--- src/rtl/debounce_pkg.sv ---
// Shared definitions for the switch bounce generator and its LFSR.
package debounce_pkg;

   typedef enum logic [1:0] {
      IDLE   = 2'd0,
      BOUNCE = 2'd1,
      SETTLE = 2'd2
   } bounce_state_t;

   localparam int          LFSR_W       = 16;
   // Taps for x^16 + x^14 + x^13 + x^11 + 1 (bits 15, 13, 12, 10).
   localparam logic [15:0] LFSR_TAPS    = 16'hB400;
   localparam logic [15:0] DEFAULT_SEED = 16'hACE1;

   // An all-zero LFSR would lock up, so a zero seed is replaced by 1.
   function automatic logic [15:0] fix_seed(input logic [15:0] s);
      return (s == 16'h0000) ? 16'h0001 : s;
   endfunction

   // One Fibonacci step: shift left, feedback enters at bit 0.
   function automatic logic [15:0] lfsr_step(input logic [15:0] v);
      return {v[14:0], ^(v & LFSR_TAPS)};
   endfunction

endpackage

--- src/rtl/bounce_lfsr.sv ---
// 16-bit Fibonacci LFSR that supplies the pseudo-random bounce pattern.
module bounce_lfsr
   import debounce_pkg::*;
(
   input  logic              clk,
   input  logic              reset,
   input  logic              en,
   input  logic [LFSR_W-1:0] seed,
   output logic [LFSR_W-1:0] out
);

   logic [LFSR_W-1:0] lfsr_q;
   logic [LFSR_W-1:0] lfsr_d;

   // Advance only when enabled, otherwise hold.
   always_comb begin
      lfsr_d = lfsr_q;
      if (en) begin
         lfsr_d = lfsr_step(lfsr_q);
      end else begin
         lfsr_d = lfsr_q;
      end
   end

   // LFSR register, reloaded with the (non-zero) seed on reset.
   always_ff @(posedge clk or posedge reset) begin
      if (reset) begin
         lfsr_q <= fix_seed(seed);
      end else begin
         lfsr_q <= lfsr_d;
      end
   end

   assign out = lfsr_q;

endmodule

--- src/rtl/switch_bounce_gen.sv ---
// Emulates a bouncing mechanical switch: B pseudo-random cycles ending in a
// guaranteed glitch, then max(S,1) stable cycles at the target level.
module switch_bounce_gen
   import debounce_pkg::*;
#(
   parameter int          CNT_W = 8,
   parameter logic [15:0] SEED  = DEFAULT_SEED
) (
   input  logic             clk,
   input  logic             reset,
   input  logic             req,
   input  logic             level,
   input  logic [CNT_W-1:0] bounce_cycles,
   input  logic [CNT_W-1:0] settle_cycles,
   input  logic             abort,
   output logic             sw,
   output logic             busy,
   output logic             done
);

   localparam logic [CNT_W-1:0] CNT_ZERO = CNT_W'(0);
   localparam logic [CNT_W-1:0] CNT_ONE  = CNT_W'(1);
   localparam logic [CNT_W-1:0] CNT_TWO  = CNT_W'(2);

   bounce_state_t     state_q, state_d;
   logic [CNT_W-1:0]  b_cnt_q, b_cnt_d;   // bounce cycles left, incl. current
   logic [CNT_W-1:0]  s_cnt_q, s_cnt_d;   // settle cycles left, incl. current
   logic              level_q, level_d;
   logic              sw_q, sw_d;
   logic              busy_q, busy_d;
   logic              done_q, done_d;
   logic              lfsr_en_s;
   logic [LFSR_W-1:0] lfsr_s;

   // The LFSR moves once for every cycle spent in BOUNCE.
   assign lfsr_en_s = (state_d == BOUNCE);

   bounce_lfsr u_lfsr (
      .clk   (clk),
      .reset (reset),
      .en    (lfsr_en_s),
      .seed  (SEED),
      .out   (lfsr_s)
   );

   // Next-state and next-output logic; outputs describe the coming cycle.
   always_comb begin
      state_d = state_q;
      b_cnt_d = b_cnt_q;
      s_cnt_d = s_cnt_q;
      level_d = level_q;
      sw_d    = sw_q;
      busy_d  = 1'b0;
      done_d  = 1'b0;
      case (state_q)
         IDLE: begin
            // abort in IDLE only suppresses a simultaneous request
            if (req && !abort) begin
               level_d = level;
               busy_d  = 1'b1;
               s_cnt_d = (settle_cycles == CNT_ZERO) ? CNT_ONE : settle_cycles;
               if (bounce_cycles == CNT_ZERO) begin
                  state_d = SETTLE;
                  b_cnt_d = CNT_ZERO;
                  sw_d    = level;
               end else begin
                  state_d = BOUNCE;
                  b_cnt_d = bounce_cycles;
                  sw_d    = (bounce_cycles == CNT_ONE) ? ~level : lfsr_s[0];
               end
            end else begin
               sw_d = sw_q;
            end
         end
         BOUNCE: begin
            if (abort) begin
               state_d = IDLE;
               b_cnt_d = CNT_ZERO;
               s_cnt_d = CNT_ZERO;
               sw_d    = level_q;
            end else if (b_cnt_q > CNT_ONE) begin
               busy_d  = 1'b1;
               b_cnt_d = b_cnt_q - CNT_ONE;
               // final bounce cycle always shows the opposite level
               sw_d    = (b_cnt_q == CNT_TWO) ? ~level_q : lfsr_s[0];
            end else begin
               busy_d  = 1'b1;
               state_d = SETTLE;
               b_cnt_d = CNT_ZERO;
               sw_d    = level_q;
            end
         end
         SETTLE: begin
            if (abort) begin
               state_d = IDLE;
               s_cnt_d = CNT_ZERO;
               sw_d    = level_q;
            end else if (s_cnt_q > CNT_ONE) begin
               busy_d  = 1'b1;
               s_cnt_d = s_cnt_q - CNT_ONE;
               sw_d    = level_q;
            end else begin
               state_d = IDLE;
               s_cnt_d = CNT_ZERO;
               done_d  = 1'b1;
               sw_d    = level_q;
            end
         end
         default: begin
            state_d = IDLE;
            b_cnt_d = CNT_ZERO;
            s_cnt_d = CNT_ZERO;
            sw_d    = level_q;
         end
      endcase
   end

   // State, counters and registered outputs.
   always_ff @(posedge clk or posedge reset) begin
      if (reset) begin
         state_q <= IDLE;
         b_cnt_q <= CNT_ZERO;
         s_cnt_q <= CNT_ZERO;
         level_q <= 1'b0;
         sw_q    <= 1'b0;
         busy_q  <= 1'b0;
         done_q  <= 1'b0;
      end else begin
         state_q <= state_d;
         b_cnt_q <= b_cnt_d;
         s_cnt_q <= s_cnt_d;
         level_q <= level_d;
         sw_q    <= sw_d;
         busy_q  <= busy_d;
         done_q  <= done_d;
      end
   end

   assign sw   = sw_q;
   assign busy = busy_q;
   assign done = done_q;

endmodule
--- config.mk ---
export PLATFORM = sky130hd
export DESIGN_NAME = switch_bounce_gen
export DESIGN_NICKNAME = d
export VERILOG_FILES = /design/src/rtl/debounce_pkg.sv /design/src/rtl/bounce_lfsr.sv /design/src/rtl/switch_bounce_gen.sv
export SDC_FILE = /design/constraint.sdc
export NUM_CORES = 1
export LEC_CHECK = 0
export ABC_AREA = 1
export CAP_MARGIN = 5
export CELL_PAD_IN_SITES_DETAIL_PLACEMENT = 1
export CELL_PAD_IN_SITES_GLOBAL_PLACEMENT = 1
export CORE_MARGIN = 3
export CORE_UTILIZATION = 37
export CTS_CLUSTER_DIAMETER = 150
export CTS_CLUSTER_SIZE = 16
export DETAILED_ROUTE_END_ITERATION = 6
export HOLD_SLACK_MARGIN = 0.08
export PLACE_DENSITY = 0.84
export SETUP_SLACK_MARGIN = 0.5
export SLEW_MARGIN = 20
export SYNTH_ARGS = -nofsm -noshare
export SYNTH_HDL_FRONTEND = slang
export SYNTH_SLANG_ARGS = --single-unit
--- constraint.sdc ---
create_clock -name clk -period 1.66 [get_ports clk]
set_clock_uncertainty 0.2 [all_clocks]
set_input_delay 0.332 -clock clk [delete_from_list [all_inputs] [get_ports clk]]
set_output_delay 0.332 -clock clk [all_outputs]
set_load 0.05 [all_outputs]
# Word-level counts from Yosys, hierarchy flattened
# Cells that the tools add are included.
# totals
regBits	38
out_inout_bits	3
# op_classes
n_eq_ne	7
reduce_logical	9
mux	33
n_lt_le_gt_ge	2
n_addsub	2
bitwise	3
# ops
operator	n
$mux 8	9
$pmux 8 s3	2
$gt 8x1->1 const B	2
$logic_not 8->1	2
$reduce_xor 16->1	1
$sub 8x1->8 const B	2
$mux 1	13
$mux 2	6
$eq 8x1->1 const B	1
$eq 8x2->1 const B	1
$pmux 2 s3	1
$reduce_and 2->1	3
$eq 2x1->1 const B	2
$ne 2x2->1 const B	2
$not 1->1	3
$pmux 1 s3	1
$eq 2x2->1 const B	1
$logic_not 2->1	1
$pmux 1 s2	1
$logic_and 1x1->1	1
$logic_not 1->1	1

# Longest topological paths before layout
# Gate-level depths: netlist of the first run.
# depth
ltp_word	5
mapped_depth	12

# Least setup slack after synthesis of the first run
# Ideal clock, no wire load.
# synth_path
kind	flip-flop to flip-flop
from	reg b_cnt_q[0]
to	reg u_lfsr.lfsr_q[3] (netlist: u_lfsr.out[3])
path_buffers	1
period_less_slack_ns	1.765
path_stages_with_launch	13
setup_time_ns	0.120
slack_ns	-0.105
arrival_time_ns	1.445
path_cell_list	dfrtp_1 -> inv_1 -> ha_1 -> nor2_1 -> nor2_1 -> nand2_2 -> nand2_2 -> inv_2 -> nand2_4 -> o21ai_4 -> buf_6 -> nor2_2 -> a21oi_2
# synth_via
elab_chain_cells	5
# synth_rtl
element	line_no	rtl
from (decl)	switch_bounce_gen.sv:26	logic [CNT_W-1:0] b_cnt_q, b_cnt_d;
from (signal assigned)	switch_bounce_gen.sv:130	b_cnt_q <= b_cnt_d;
$gt 8x1->1	switch_bounce_gen.sv:81	end else if (b_cnt_q > CNT_ONE) begin
$mux 2	switch_bounce_gen.sv:81	
$mux 2	switch_bounce_gen.sv:76	if (abort) begin
$pmux 2 s3	switch_bounce_gen.sv:55	case (state_q)
$eq 2x1->1	switch_bounce_gen.sv:36	assign lfsr_en_s = (state_d == BOUNCE);
to (signal assigned)	bounce_lfsr.sv:28	lfsr_q <= fix_seed(seed);
to (signal assigned)	bounce_lfsr.sv:30	lfsr_q <= lfsr_d;
to (decl)	bounce_lfsr.sv:12	logic [LFSR_W-1:0] lfsr_q;
# No other way between the ends.
# A chain may end at the register's enable or synchronous reset.

# Worst setup path in the final report of the first run
# layout_path
from	reg b_cnt_q[0]
to	reg b_cnt_q[7]
# layout_via
elab_chain_cells	4
elab_cells_between_ends	5
# layout_rtl
element	line_no
$sub 8x1->8 / $gt 8x1->1 (equally long branches)	switch_bounce_gen.sv:83, switch_bounce_gen.sv:81
$mux 8 *	switch_bounce_gen.sv:81
$mux 8 *	switch_bounce_gen.sv:76
$pmux 8 s3 *	switch_bounce_gen.sv:55
# Every way passes the cells marked *; elsewhere a longest branch is shown, timed or not.

==> results of run 1 <==
-- final cells by class --
type,count,area [µm²],area share [%]
Multi-Input combinational cell,204,1410,38.4
Sequential cell,38,965,26.2
Timing Repair Buffer,89,886,24.1
Inverter,45,181,4.93
Tap cell,72,90.1,2.45
Clock buffer,5,68.8,1.87
Clock inverter,3,68.8,1.87
Timing Repair inverter,1,7.51,0.204
-- logic make-up after synthesis --
logic type | synth area share, %
XOR/XNOR | 4.29
AO/OA/AOI/OAI | 13.5
flip-flops | 42.8
buffers and inverters | 9.64
AND/OR/NAND/NOR | 27.0
adder cells (fa/ha/maj) | 2.79
-- sequential cells by signal, indices dropped and copies added, names as in the netlist --
signal / count
b_cnt_q: 8
busy: 1
done: 1
level_q: 1
s_cnt_q: 8
state_q: 2
sw: 1
u_lfsr.out: 16
-- report_power, final --
part / total [W] / switching [W] / leakage [nW] / internal [W]
combinational: 0.00409 / 0.00235 / 1.24 / 0.00174
clock: 0.00101 / 0.000405 / 0.0683 / 0.000603
sequential: 0.00186 / 0.000440 / 0.453 / 0.00142
-- cell usage after synthesis (5+ instances only) --
master / count / share of area, %
a21oi_2: 8 / 3.1
dfrtp_1: 30 / 33
dfstp_2: 8 / 9.4
ha_1: 5 / 2.8
inv_1: 39 / 6.5
inv_2: 6 / 1.0
nand2_1: 78 / 13
nand3_1: 13 / 2.9
nor2_1: 28 / 4.7
nor2_2: 7 / 1.9
o21ai_0: 21 / 4.7
o21ai_1: 8 / 1.8
o22ai_1: 5 / 1.4
xnor2_1: 5 / 1.9
xor2_1: 6 / 2.3
-- critical path, delay by kind of cell, from the launching register on --
kind / cells / cell delay [ns]
compound gates: 2 / 0.57
buf+inv: 2 / 0.22
flops: 1 / 0.48
simple gates: 4 / 0.53
-- routing by layer --
layer	vias to the layer above	track usage [%]
met5	-	0
met4	0	14.2
met3	65	4.94
met2	111	49.7
met1	1290	29.6
li1	1098	-
-- stage by stage --
stage | std cells | cell area, µm² | total power [W] | utilization, %
floorplan | 293 | 2300 | 0.00343 | -
global placement | 425 | 2960 | 0.00434 | 52.1
detailed placement | 425 | 2960 | 0.00454 | 52.1
CTS | 443 | 3360 | 0.00597 | 59.2
global route | 457 | 3680 | 0.00730 | 64.8
finish | 457 | 3680 | 0.00695 | 64.8
-- what timing repair did --
action                     CTS  global route
setup endpoints to repair   41            41
resized for setup           64            45
cloned                       1             2
setup buffers                9            12
pin swaps                   14            24
-- how the worst max path moves through the flow --
stage | start | endpoint
CTS | b_cnt_q[0]$_DFFE_PP0P_ | u_lfsr.out[11]$_DFFE_PP1N_
floorplan | b_cnt_q[1]$_DFFE_PP0P_ | u_lfsr.out[3]$_DFFE_PP0N_
global route | b_cnt_q[0]$_DFFE_PP0P_ | b_cnt_q[7]$_DFFE_PP0P_
detailed placement | abort | u_lfsr.out[15]$_DFFE_PP1N_
finish | b_cnt_q[0]$_DFFE_PP0P_ | b_cnt_q[7]$_DFFE_PP0P_
global placement | bounce_cycles[4] | sw$_DFFE_PP0N_
==> reports/metrics.csv, run 1 <==
metric;value;unit
status;finished with violations;
failing checks;setup timing;
data arrival time of the worst path;2.11;ns
Clock Root Buffer;clkbuf_8;
Total Routing Usage GR;27.2;%
FILL cells;635;
Final HPWL DP;5040;µm
Yosys cell types;29;
pin count of the biggest net entering global routing;39;
TNS Setup;-8.42;ns
Crit. End Element;flop;
Post-Syn Area;2250;µm²
most frequent cells in the layout;68 x nand2_1, 50 x buf_4, 32 x inv_1, 27 x dfrtp_1;
Hold Path Class;in2async;
max-slew violation count;0;
Highest Clock Rate;0.486;GHz
flop2flop setup slack;-0.40;ns
via count;2564;
VDD IR-drop max;1030;µV
Met1 Wirelength;3960;µm
worst slew pin tran;0.377;ns
yosys warns;0;
I/O Pins;24;
Seq cells post-synth;38;
routability cong.;0.867;
metal3 WL;623;µm
total CTS buffers;5;
final hold violation count;0;
CTS hold repair buffers;0;
H-tree depth;2;
hold_ws;0.189;ns
Tcrit/Tclk final;124;%
DRT Pass-1 Iters;4;
wirelength, routed;11000;µm
Syn Nets;319;
Congestion Overflow GR;0;
Initial DRC Count;176;
layout cell share with drive strength beyond 1;46.8;%
antenna violations before repair;0;
drt wl/cell;24.0;µm
fin nets;410;
Leak;1.76;nW
Largest stage delay, worst path;0.48;ns
most common cell after layout, fill and taps aside;nand2_1;
Post-Syn Area per Cell;7.67;µm²
RSZ-0062 raised after global routing;yes;
number of flops mapped to enable cells by yosys;0;
Layout area overhead;63.8;%
Initial Util;39.6;%
Row Count;27;
final antenna-violating net count;0;
maximum fanout along the worst path;4;
DIE WIDTH;83.9;µm
CTS tree;done;
Worst Reg2Reg Path Length in Cells;8;
Vert. Die Dim;83.9;µm
power per cell area;1890;nW/µm²
worst-path cell chain;inv_4 > buf_4 > nand3_1 > o21ai_0 > nand2_1 > o21ai_1 > nand2_1 > nand2_1;
setup ws final;-0.397;ns
Place WS;-0.352;ns
Worst-path clk slew;0.10;ns
core area;5680;µm²
Setup CP Type;reg2reg;
antenna cell count;0;
Setup crit start kind;flop;
Critical-path top delay cell;dfrtp_2;
IO buf count;23;
routed wl met2;5640;µm
Critical R2R Launch;b_cnt_q[0]$_DFFE_PP0P_;
TritonCTS Sinks;38;
Async S/R FF share, synth;100;%
final setup fails;36;
worst endpoint required time;1.72;ns
first-pass GRT wire length;14800;µm
Seq/Total Area, Yosys;42.8;%
# Max-Cap Violations;0;
Syn Inst Count;293;
Max clock buf depth;2;
Worst R2R End;b_cnt_q[7]$_DFFE_PP0P_;
top_reg_cell synth;dfrtp_1;
Skew-Pair Late Insertion Delay;0.32;ns
Avg Vias per Cell;5.61;
die area;7040;µm²
Most Frequent Cell on Critical Path;nand2_1;
vias in the first global route;2784;
Top Layer Used;met4;
min Tclk post-route;2.06;ns
number of remaining DRC errors;0;
slew margin rel.;74.8;%
(Power assumes the default switching activity.)
==> inputs of run 2 (changes only) <==
--- a/config.mk
+++ b/config.mk
@@ -16,5 +16,5 @@
 export DETAILED_ROUTE_END_ITERATION = 6
 export HOLD_SLACK_MARGIN = 0.08
-export PLACE_DENSITY = 0.84
+export PLACE_DENSITY = 0.73
 export SETUP_SLACK_MARGIN = 0.5
 export SLEW_MARGIN = 20
--- a/constraint.sdc
+++ b/constraint.sdc
@@ -3,3 +3,3 @@
 set_input_delay 0.332 -clock clk [delete_from_list [all_inputs] [get_ports clk]]
 set_output_delay 0.332 -clock clk [all_outputs]
-set_load 0.05 [all_outputs]
+set_load 0.02 [all_outputs]
==> run 2 against run 1 <==
  * Critical path depth up 4
  * Die area unchanged
  * Core utilization fell by 3.0 points
  * First-iteration DRC count fell by 47%
  * Routed wire length shrank 21%
  * Combinational power is 11% lower
  * Sequential share of layout area is 1.2 points higher
  * Largest cell class unchanged
  * The flow still finishes with violations (setup timing)
  * Largest power group unchanged
  * Cell count increased by 0.44%
  * Critical path type unchanged
==> reports/metrics.csv, run 2 (synthesized netlist as in run 1, its figures left out) <==
metric;value;unit
Setup crit start;b_cnt_q[1]$_DFFE_PP0P_;
worst slew pin tran;0.345;ns
final hold violation count;0;
Worst R2R End;u_lfsr.out[10]$_DFFE_PP1N_;
Total Routing Usage GR;21.9;%
DRT Pass-1 Iters;4;
Highest Clock Rate;0.529;GHz
max reg flops;16;
Skew-Pair Late Insertion Delay;0.30;ns
fin nets;412;
VDD IR-drop max;1000;µV
Avg Vias per Cell;5.09;
setup ws final;-0.229;ns
CTS tree;done;
hold_ws;0.212;ns
Core Util, Final;61.9;%
Max clock buf depth;2;
final setup fails;36;
Clock Root Buffer;clkbuf_8;
layout cell share with drive strength beyond 1;46.0;%
Setup CP Type;reg2reg;
flop2flop setup slack;-0.23;ns
# Max-Cap Violations;0;
TritonCTS Sinks;38;
Final HPWL DP;4680;µm
antenna violations before repair;0;
most common cell after layout, fill and taps aside;nand2_1;
routability cong.;0.828;
core area;5680;µm²
power per cell area;1750;nW/µm²
Hold Path Class;in2async;
Initial DRC Count;94;
Congestion Overflow GR;0;
CTS hold repair buffers;0;
H-tree depth;2;
I/O Pins;24;
Worst Reg2Reg Path Length in Cells;12;
Setup crit start kind;flop;
Worst-path clk slew;0.09;ns
Row Count;27;
vias in the first global route;2511;
max-slew violation count;0;
maximum fanout along the worst path;6;
FILL cells;684;
Tcrit/Tclk final;114;%
final antenna-violating net count;0;
Leak;1.67;nW
Critical R2R Launch;b_cnt_q[1]$_DFFE_PP0P_;
DIE WIDTH;83.9;µm
pin count of the biggest net entering global routing;39;
Layout area overhead;56.4;%
Vert. Die Dim;83.9;µm
RSZ-0062 raised after global routing;yes;
data arrival time of the worst path;1.92;ns
die area;7040;µm²
total CTS buffers;5;
slew margin rel.;76.9;%
via count;2337;
worst endpoint required time;1.69;ns
min Tclk post-route;1.89;ns
first-pass GRT wire length;12100;µm
IO buf count;23;
most frequent cells in the layout;68 x nand2_1, 58 x buf_4, 32 x inv_1, 29 x dfrtp_1, 18 x clkdlybuf4s50_1;
wirelength, routed;8620;µm
antenna cell count;0;
number of remaining DRC errors;0;
failing checks;setup timing;
Initial Util;39.6;%
Crit. End Element;flop;
status;finished with violations;
drt wl/cell;18.8;µm
run 2: cell types whose count changed in the layout (fill, tap and decap cells not counted), moves of 3 or more:
cell | previous run | this run
buf_4 | 50 | 58
nor2_2 | 7 | 10
buf_12 | 6 | 2
dlymetal6s2s_1 | 7 | 0
nor2_4 | 16 | 11
clkdlybuf4s50_1 | 12 | 18
o21ai_1 | 16 | 13
run 2: worst max-delay path by stage:
stage | depth (start not counted) | end
2_1_floorplan | 12 | u_lfsr.out[3]$_DFFE_PP0N_
3_3_place_gp | 9 | u_lfsr.out[3]$_DFFE_PP0N_
3_5_place_dp | 9 | u_lfsr.out[0]$_DFFE_PP1N_
4_1_cts | 12 | u_lfsr.out[0]$_DFFE_PP1N_
5_1_grt | 12 | u_lfsr.out[10]$_DFFE_PP1N_
6_report | 12 | u_lfsr.out[10]$_DFFE_PP1N_
run 2: area by class of cell:
class                      instances  area (µm²)  area share, %
clock inverter                     2        12.5          0.356
clock buffer                       6        82.6           2.35
multi-input combinational        204        1350           38.4
timing repair buffer              92         840           23.9
inverter                          45         175           4.99
tap                               72        90.1           2.57
sequential                        38         962           27.4
run 2: metrics by stage:
step                      area [µm²]  instances  total power (W)  worst slack [ns]  setup TNS, ns
final                           3510        459          0.00615            -0.229          -4.93
after global routing            3510        459          0.00658            -0.325          -8.45
after CTS                       3330        453          0.00560            -0.190          -3.47
after detailed placement        3000        436          0.00452            -0.365         -10.95
after global placement          3000        436          0.00438            -0.312          -9.74
after floorplan                 2300        293          0.00339           -0.0164        -0.0875
run 2: metal layers:
metal  track usage (%)  part of all wire, %  vias up
met1              25.1                   40     1153
met3              4.05                  2.7       25
met2              40.3                   54       53
met5                 0                    0        -
li1                  -                    -     1106
met4              7.89                  2.9        0
run 2: power by group:
group / switching (W) / internal, W / total (W) / leakage, nW
Clock: 0.000378 / 0.000335 / 0.000713 / 0.0472
Sequential: 0.000372 / 0.00141 / 0.00178 / 0.455
Combinational: 0.00195 / 0.00171 / 0.00365 / 1.17
run 2: timing repair:
item | 4_1_cts | 5_1_grt
setup endpoints to repair | 41 | 41
cloned | 0 | 2
pin swaps | 11 | 14
gates resized for setup | 72 | 29
setup buffers | 9 | 4
run 2: critical path: stages (launching register included):
cell and delay (ns):
dfrtp_1 0.39, inv_2 0.07, ha_2 0.18, nor2_4 0.10, nor2_2 0.04, nand2_2 0.09
nand2_4 0.07, inv_4 0.07, nand2_4 0.06, o21ai_4 0.15, clkbuf_16 0.23, nand2_1 0.06
o21ai_1 0.10
